`config.mk`:
```
export PLATFORM = sky130hd
export DESIGN_NAME = vend_ctrl_flat
export DESIGN_NICKNAME = d
export VERILOG_FILES = /design/src/rtl/vend_pkg.sv /design/src/rtl/vend_if.sv /design/src/rtl/vend_timer.sv /design/src/rtl/vend_ctrl.sv /design/src/flat_wrapper.sv
export SDC_FILE = /design/constraint.sdc
export NUM_CORES = 1
export LEC_CHECK = 0
export CORE_ASPECT_RATIO = 1.4
export CORE_MARGIN = 2
export CORE_UTILIZATION = 31
export CTS_CLUSTER_SIZE = 30
export DETAILED_ROUTE_END_ITERATION = 7
export GPL_ROUTABILITY_DRIVEN = 0
export GPL_TIMING_DRIVEN = 0
export PLACE_DENSITY = 0.44
export SLEW_MARGIN = 20
export SYNTH_ARGS = -nofsm -noshare
export SYNTH_HDL_FRONTEND = slang
export SYNTH_SLANG_ARGS = --single-unit
export TNS_END_PERCENT = 100
```
`constraint.sdc`:
```
create_clock -name clk -period 6.2 [get_ports clk]
set_clock_uncertainty 0.1 [all_clocks]
set_input_delay 1.24 -clock clk [delete_from_list [all_inputs] [get_ports clk]]
set_output_delay 1.24 -clock clk [all_outputs]
set_load 0.1 [all_outputs]
```
`src/rtl/vend_pkg.sv`:
```
// Shared types and constants for the vending transaction controller.
package vend_pkg;

  typedef enum logic [1:0] {
    IDLE    = 2'd0,
    COLLECT = 2'd1,
    VEND    = 2'd2,
    REFUND  = 2'd3
  } state_e;

  // Coin values in half-units.
  localparam logic [1:0] COIN_HALF = 2'd1;
  localparam logic [1:0] COIN_ONE  = 2'd2;

  // Fixed LED patterns; COLLECT shows the credit instead.
  localparam logic [3:0] LED_IDLE   = 4'b0000;
  localparam logic [3:0] LED_VEND   = 4'b1111;
  localparam logic [3:0] LED_REFUND = 4'b1001;

  // Value inserted this cycle; both keys together are worth 3 half-units.
  function automatic logic [1:0] coin_value(input logic k1, input logic k2);
    return (k1 ? COIN_HALF : 2'd0) + (k2 ? COIN_ONE : 2'd0);
  endfunction

endpackage

```
`src/rtl/vend_if.sv`:
```
// Key inputs and status outputs of the vending controller.
interface vend_if #(
  parameter int CREDIT_W = 4
);
  logic                key1;
  logic                key2;
  logic                dispense;
  logic                change_vld;
  logic [CREDIT_W-1:0] change_val;
  logic                busy;
  logic [3:0]          led;

  // Driver side: the debouncers / test stimulus.
  modport master (
    output key1, key2,
    input  dispense, change_vld, change_val, busy, led
  );

  // Controller side.
  modport slave (
    input  key1, key2,
    output dispense, change_vld, change_val, busy, led
  );
endinterface

```
`src/rtl/vend_timer.sv`:
```
// Loadable down-counter shared by the COLLECT timeout and the VEND/REFUND
// hold. expire is high for the single cycle in which the count sits at 0.
module vend_timer #(
  parameter int TMR_W = 32
) (
  input  logic             clk,
  input  logic             rst_n,
  input  logic             start,
  input  logic             clear,
  input  logic [TMR_W-1:0] load_val,
  output logic             expire
);

  logic [TMR_W-1:0] cnt_q, cnt_d;
  logic             run_q, run_d;

  assign expire = run_q && (cnt_q == '0);

  // Next count: start wins over clear, then count down while running.
  always_comb begin
    // NOTE: every variable gets a default first so no path can infer a latch.
    cnt_d = cnt_q;
    run_d = run_q;
    if (start) begin
      cnt_d = load_val;
      run_d = 1'b1;
    end else if (clear) begin
      cnt_d = '0;
      run_d = 1'b0;
    end else if (run_q) begin
      if (cnt_q == '0) run_d = 1'b0;
      else             cnt_d = cnt_q - TMR_W'(1);
    end
  end

  // Counter registers.
  always_ff @(posedge clk or negedge rst_n) begin
    if (!rst_n) begin
      cnt_q <= '0;
      run_q <= 1'b0;
    end else begin
      // NOTE: non-blocking so every flop samples pre-edge values.
      cnt_q <= cnt_d;
      run_q <= run_d;
    end
  end

endmodule

```
`src/rtl/vend_ctrl.sv`:
```
// Vending transaction controller: accumulates coin credit, then sequences
// dispense + change, or a refund after an idle timeout, and drives the LEDs.
module vend_ctrl
  import vend_pkg::*;
#(
  parameter int PRICE_HALVES = 5,
  parameter int CREDIT_W     = 4,
  parameter int TIMEOUT_CYC  = 500_000_000,
  parameter int HOLD_CYC     = 50_000_000,
  parameter int TMR_W        = 32
) (
  input  logic   clk,
  input  logic   rst_n,
  vend_if.slave  bus
);

  localparam logic [CREDIT_W-1:0] PRICE = CREDIT_W'(PRICE_HALVES);
  // The timer is loaded on the edge that ends the coin (or entry) cycle and
  // expires when it reaches 0, so the loads are one and two short of the
  // nominal counts: the coin cycle itself is the first idle cycle.
  localparam logic [TMR_W-1:0] TO_LOAD   = TMR_W'(TIMEOUT_CYC - 2);
  localparam logic [TMR_W-1:0] HOLD_LOAD = TMR_W'(HOLD_CYC - 1);

  state_e              state_q, state_d;
  logic [CREDIT_W-1:0] credit_q, credit_d;
  logic                dispense_q, dispense_d;
  logic                change_vld_q, change_vld_d;
  logic [CREDIT_W-1:0] change_val_q, change_val_d;
  logic                busy_q, busy_d;
  logic [3:0]          led_q, led_d;

  logic [CREDIT_W-1:0] add, sum;
  logic                tmr_start, tmr_clear, tmr_expire;
  logic [TMR_W-1:0]    tmr_load;

  assign add = CREDIT_W'(coin_value(bus.key1, bus.key2));
  assign sum = credit_q + add;

  vend_timer #(.TMR_W(TMR_W)) u_timer (
    .clk      (clk),
    .rst_n    (rst_n),
    .start    (tmr_start),
    .clear    (tmr_clear),
    .load_val (tmr_load),
    .expire   (tmr_expire)
  );

  // Next-state and next-output logic; outputs are registered below.
  always_comb begin
    state_d      = state_q;
    credit_d     = credit_q;
    dispense_d   = 1'b0;
    change_vld_d = 1'b0;
    change_val_d = change_val_q;
    busy_d       = busy_q;
    led_d        = led_q;
    tmr_start    = 1'b0;
    tmr_clear    = 1'b0;
    tmr_load     = TO_LOAD;

    unique case (state_q)
      IDLE, COLLECT: begin
        if (add != '0) begin
          // In IDLE credit_q is 0, so sum is just the coin value.
          credit_d  = sum;
          tmr_start = 1'b1;
          if (sum >= PRICE) begin
            state_d      = VEND;
            dispense_d   = 1'b1;
            change_vld_d = 1'b1;
            change_val_d = sum - PRICE;
            busy_d       = 1'b1;
            led_d        = LED_VEND;
            tmr_load     = HOLD_LOAD;
          end else begin
            state_d = COLLECT;
            led_d   = 4'(sum);
          end
        end else if (state_q == COLLECT && tmr_expire) begin
          state_d      = REFUND;
          change_vld_d = 1'b1;
          change_val_d = credit_q;
          busy_d       = 1'b1;
          led_d        = LED_REFUND;
          tmr_start    = 1'b1;
          tmr_load     = HOLD_LOAD;
        end
      end
      VEND, REFUND: begin
        // Coins are ignored here; only the hold expiry matters.
        if (tmr_expire) begin
          state_d      = IDLE;
          credit_d     = '0;
          change_val_d = '0;
          busy_d       = 1'b0;
          led_d        = LED_IDLE;
          tmr_clear    = 1'b1;
        end
      end
      default: state_d = IDLE;
    endcase
  end

  // State, credit and registered outputs.
  always_ff @(posedge clk or negedge rst_n) begin
    if (!rst_n) begin
      state_q      <= IDLE;
      credit_q     <= '0;
      dispense_q   <= 1'b0;
      change_vld_q <= 1'b0;
      change_val_q <= '0;
      busy_q       <= 1'b0;
      led_q        <= LED_IDLE;
    end else begin
      state_q      <= state_d;
      credit_q     <= credit_d;
      dispense_q   <= dispense_d;
      change_vld_q <= change_vld_d;
      change_val_q <= change_val_d;
      busy_q       <= busy_d;
      led_q        <= led_d;
    end
  end

  assign bus.dispense   = dispense_q;
  assign bus.change_vld = change_vld_q;
  assign bus.change_val = change_val_q;
  assign bus.busy       = busy_q;
  assign bus.led        = led_q;

endmodule

```
`src/flat_wrapper.sv`:
```
// flat-port wrapper written by rule: the top's interface ports become plain ports
module vend_ctrl_flat import vend_pkg::*;
#(
  parameter int PRICE_HALVES = 5,
  parameter int CREDIT_W     = 4,
  parameter int TIMEOUT_CYC  = 500_000_000,
  parameter int HOLD_CYC     = 50_000_000,
  parameter int TMR_W        = 32
)
  (clk, rst_n, bus_key1, bus_key2, bus_dispense, bus_change_vld, bus_change_val, bus_busy, bus_led);
  vend_if #(.CREDIT_W(CREDIT_W)) bus_i ();
  input  logic clk;
  input  logic rst_n;
  input wire logic [$bits(bus_i.key1)-1:0] bus_key1;
  input wire logic [$bits(bus_i.key2)-1:0] bus_key2;
  output wire logic [$bits(bus_i.dispense)-1:0] bus_dispense;
  output wire logic [$bits(bus_i.change_vld)-1:0] bus_change_vld;
  output wire logic [$bits(bus_i.change_val)-1:0] bus_change_val;
  output wire logic [$bits(bus_i.busy)-1:0] bus_busy;
  output wire logic [$bits(bus_i.led)-1:0] bus_led;
  assign bus_i.key1 = bus_key1;
  assign bus_i.key2 = bus_key2;
  assign bus_dispense = bus_i.dispense;
  assign bus_change_vld = bus_i.change_vld;
  assign bus_change_val = bus_i.change_val;
  assign bus_busy = bus_i.busy;
  assign bus_led = bus_i.led;
  vend_ctrl #(.PRICE_HALVES(PRICE_HALVES), .CREDIT_W(CREDIT_W), .TIMEOUT_CYC(TIMEOUT_CYC), .HOLD_CYC(HOLD_CYC), .TMR_W(TMR_W)) u_core (.clk(clk), .rst_n(rst_n), .bus(bus_i));
endmodule
```
==> results by group <==
Clock tree
  • Clock latency on the worst-skew pair: 0.30 ns
  • H-tree level count: 2
  • CTS Buffer Depth: 2
  • Hold Buf Count CTS: 0
  • CTS tree: yes
  • Post_cts resized: 0
  • Number of CTS-inserted buffers: 5
  • Root Driver: clkbuf_16
  • Clock sinks: 50
  • Buffer count from post-CTS setup fixing: 0
  • Clock transition at path regs: 0.07 ns

STA
  • Final hold vios: 0
  • FMAX: 227 MHz
  • Worst slew pin tran: 1.09 ns
  • RSZ-0062 raised after global routing: false
  • Setup TNS Final: 0 ns
  • Slew HR: 26.9%
  • Final setup vio count: 0
  • Hold WS: 0.384 ns
  • Crit path time final: 4.40 ns
  • Fin. max-slew vios: 0
  • Final Cycle Share: 71.0%

Drt
  • Met2 wire len: 4670 um
  • Drt drc: 0
  • Via count: 2,610
  • Per-cell routed wire length: 20.1 um
  • DRT Pass-1 Iters: 4
  • Iter 0 DRT Violations: 189
  • Metal3 WL: 295 um
  • Top sig layer: met4
  • Post-DRT Antenna Nets: 0
  • Total Routed Length: 9180 um
  • Routed length on met1: 3740 um
  • Via density: 5.72

Floorplanning
  • Die Area: 10,200 um^2
  • Core area: 9080 um^2
  • Initial Utilization: 32.2%
  • Row count: 41
  • Die Y: 119 um
  • # IOs: 15
  • Die X: 86.0 um

Worst setup path
  • Crit-path slowest cell: fa_1
  • Crit-path max FO: 10
  • Critical Path Start Type: input port
  • Worst path bufs/invs: 4
  • Crit path capture type: register
  • Worst EP arrival: 4.49 ns
  • Delay-heaviest family, CP: compound AO/OA/AOI/OAI gates
  • CP Class: input port to register
  • Critical Path RT: 6.29 ns
  • Critical path, cell by cell: clkdlybuf4s50_1, ha_1, fa_1, inv_1, ha_1, inv_1, o21ai_0, nand4_1, nand2_1, o21a_1, inv_2, a22o_1
  • Critical path's largest stage delay: 0.47 ns
  • Flop-to-flop setup slack: 2.76 ns

Min path
  • Tightest Hold Check Type: register to register

Yosys
  • Synth top area cells: dfrtp_1, o21ai_0, nand2_1
  • FF+latch count, synth: 50
  • Count leader, synth: dfrtp_1
  • Syn Std Cell Area: 2920 um^2
  • Yosys warning total: 0
  • Number of synthesized flops with an enable pin: 0
  • Syn_area_per_cell: 8.93 um^2
  • Main flop type after synthesis: dfrtp_1
  • Most frequent cells after synthesis: dfrtp_1, nand2_1, o21ai_0
  • Share of the synthesized area in the top cell type: 42.8%
  • Synth cell types: 55
  • Area leader, netlist: dfrtp_1
  • Sequential-to-total area share from yosys stat: 42.8%
  • Ys async rst share: 100%
  • Syn_nets: 338
  • Post-Synthesis Cells: 327

Run
  • # Max-Cap Violations: 0

Final layout
  • Layout cells sized above 1: 8.31%
  • Finished Layout Cells: 456
  • # diodes: 0
  • Fin nets: 359
  • FILL cells: 935
  • Layout area overhead: 15.1%
  • Area of the multi-input gates: 1560 um^2
  • Register Area: 1250 um^2

GRT
  • Vias in the first global route: 2,659
  • Largest net degree at the start of global routing: 51
  • Initial antenna violation count: 0
  • All-Layer GR Usage: 19.2%
  • Global-route wire length before repair: 15,000 um
  • GRT overflow: 0

Power and ir drop
  • Static Leak: 1.29 nW
  • Peak VDD IR: 264 uV
  • Pwr dens: 470 nW/um^2

Placement
  • Port buffer count: 14
  • Detail Placement HPWL: 6810 um
  • Placed Cells: 448

Outcome
  • Outcome: complete, no violations
final timing paths:
| kind | start | to | cells after the start |
|---|---|---|---|
| setup / recovery | bus_key1 | u_core.bus.change_val[2] | 12 |
| hold / removal | u_core.bus.led[1] | u_core.bus.led[1] | 2 |
| setup reg to reg | u_core.credit_q[0] | u_core.bus.change_val[2] | 11 |
| hold reg to reg | u_core.bus.led[1] | u_core.bus.led[1] | 2 |
| max in group asynchronous | rst_n | u_core.u_timer.cnt_q[26] | 1 |
| min in group asynchronous | rst_n | u_core.u_timer.cnt_q[6] | 1 |
flip-flops by register name, indices dropped and copies added (netlist names):
name and flops:
u_core.bus.busy 1, u_core.bus.change_val 4, u_core.bus.change_vld 1, u_core.bus.dispense 1, u_core.bus.led 4, u_core.credit_q 4, u_core.state_q 2, u_core.u_timer.cnt_q 32
u_core.u_timer.run_q 1
final cells by class:
class                      instances  area share (%)
multi-input combinational        253            46.5
sequential                        50            37.2
timing repair buffer              14            4.09
tap                              107            3.98
clock buffer                       5            3.72
buffer                            12            1.82
clock inverter                     3            1.34
inverter                          12            1.34
layer usage:
metal	track usage [%]	up-vias
met5	0	-
met2	32.0	66
met4	10.0	0
met3	2.77	31
met1	23.5	1255
li1	-	1258
report_power, final:
part / switching [mW] / leakage [nW] / internal [mW]
sequential: 0.118 / 0.586 / 0.439
combinational: 0.484 / 0.626 / 0.217
clock: 0.131 / 0.0760 / 0.191
total: 0.733 / 1.29 / 0.846
worst min-delay path, cell delays in order (launching register included):
cell and delay [ns]:
dfrtp_1 0.35, nand2_1 0.05, nand2_1 0.05
logic make-up after synthesis:
| group | count (synthesis) | synth area share [%] |
|---|---|---|
| simple gates | 149 | 27.4 |
| compound gates | 84 | 18.9 |
| flops | 50 | 42.8 |
| buf+inv | 24 | 3.64 |
| xor+xnor | 12 | 3.60 |
| fa+ha+maj | 7 | 3.26 |
| mux | 1 | 0.343 |
stage by stage:
step	utilization [%]	cell area [um^2]	total power, mW	worst slack [ns]
2_1_floorplan	-	2920	1.06	2.65
3_3_place_gp	35.2	3190	1.27	1.42
3_5_place_dp	35.2	3190	1.27	1.40
4_1_cts	37.0	3360	1.60	1.71
5_1_grt	37.0	3360	1.69	1.56
6_report	37.0	3360	1.58	1.80
placed cells by master (no fill, tap or decap), drive strengths merged, types with 5 or more instances in the layout:
| cell type | instances |
|---|---|
| dfrtp | 50 |
| o21ai | 37 |
| nand2 | 34 |
| nor2 | 31 |
| nand3 | 18 |
| nor3 | 16 |
| clkdlybuf4s50 | 13 |
| clkbuf | 13 |
| inv | 12 |
| xor2 | 11 |
| o311ai | 11 |
| nor4 | 10 |
| a21oi | 9 |
| nand4 | 8 |
| or3 | 7 |
| or4 | 7 |
| ha | 6 |
| buf | 5 |
No activity file was read; power rests on OpenSTA's default activity.
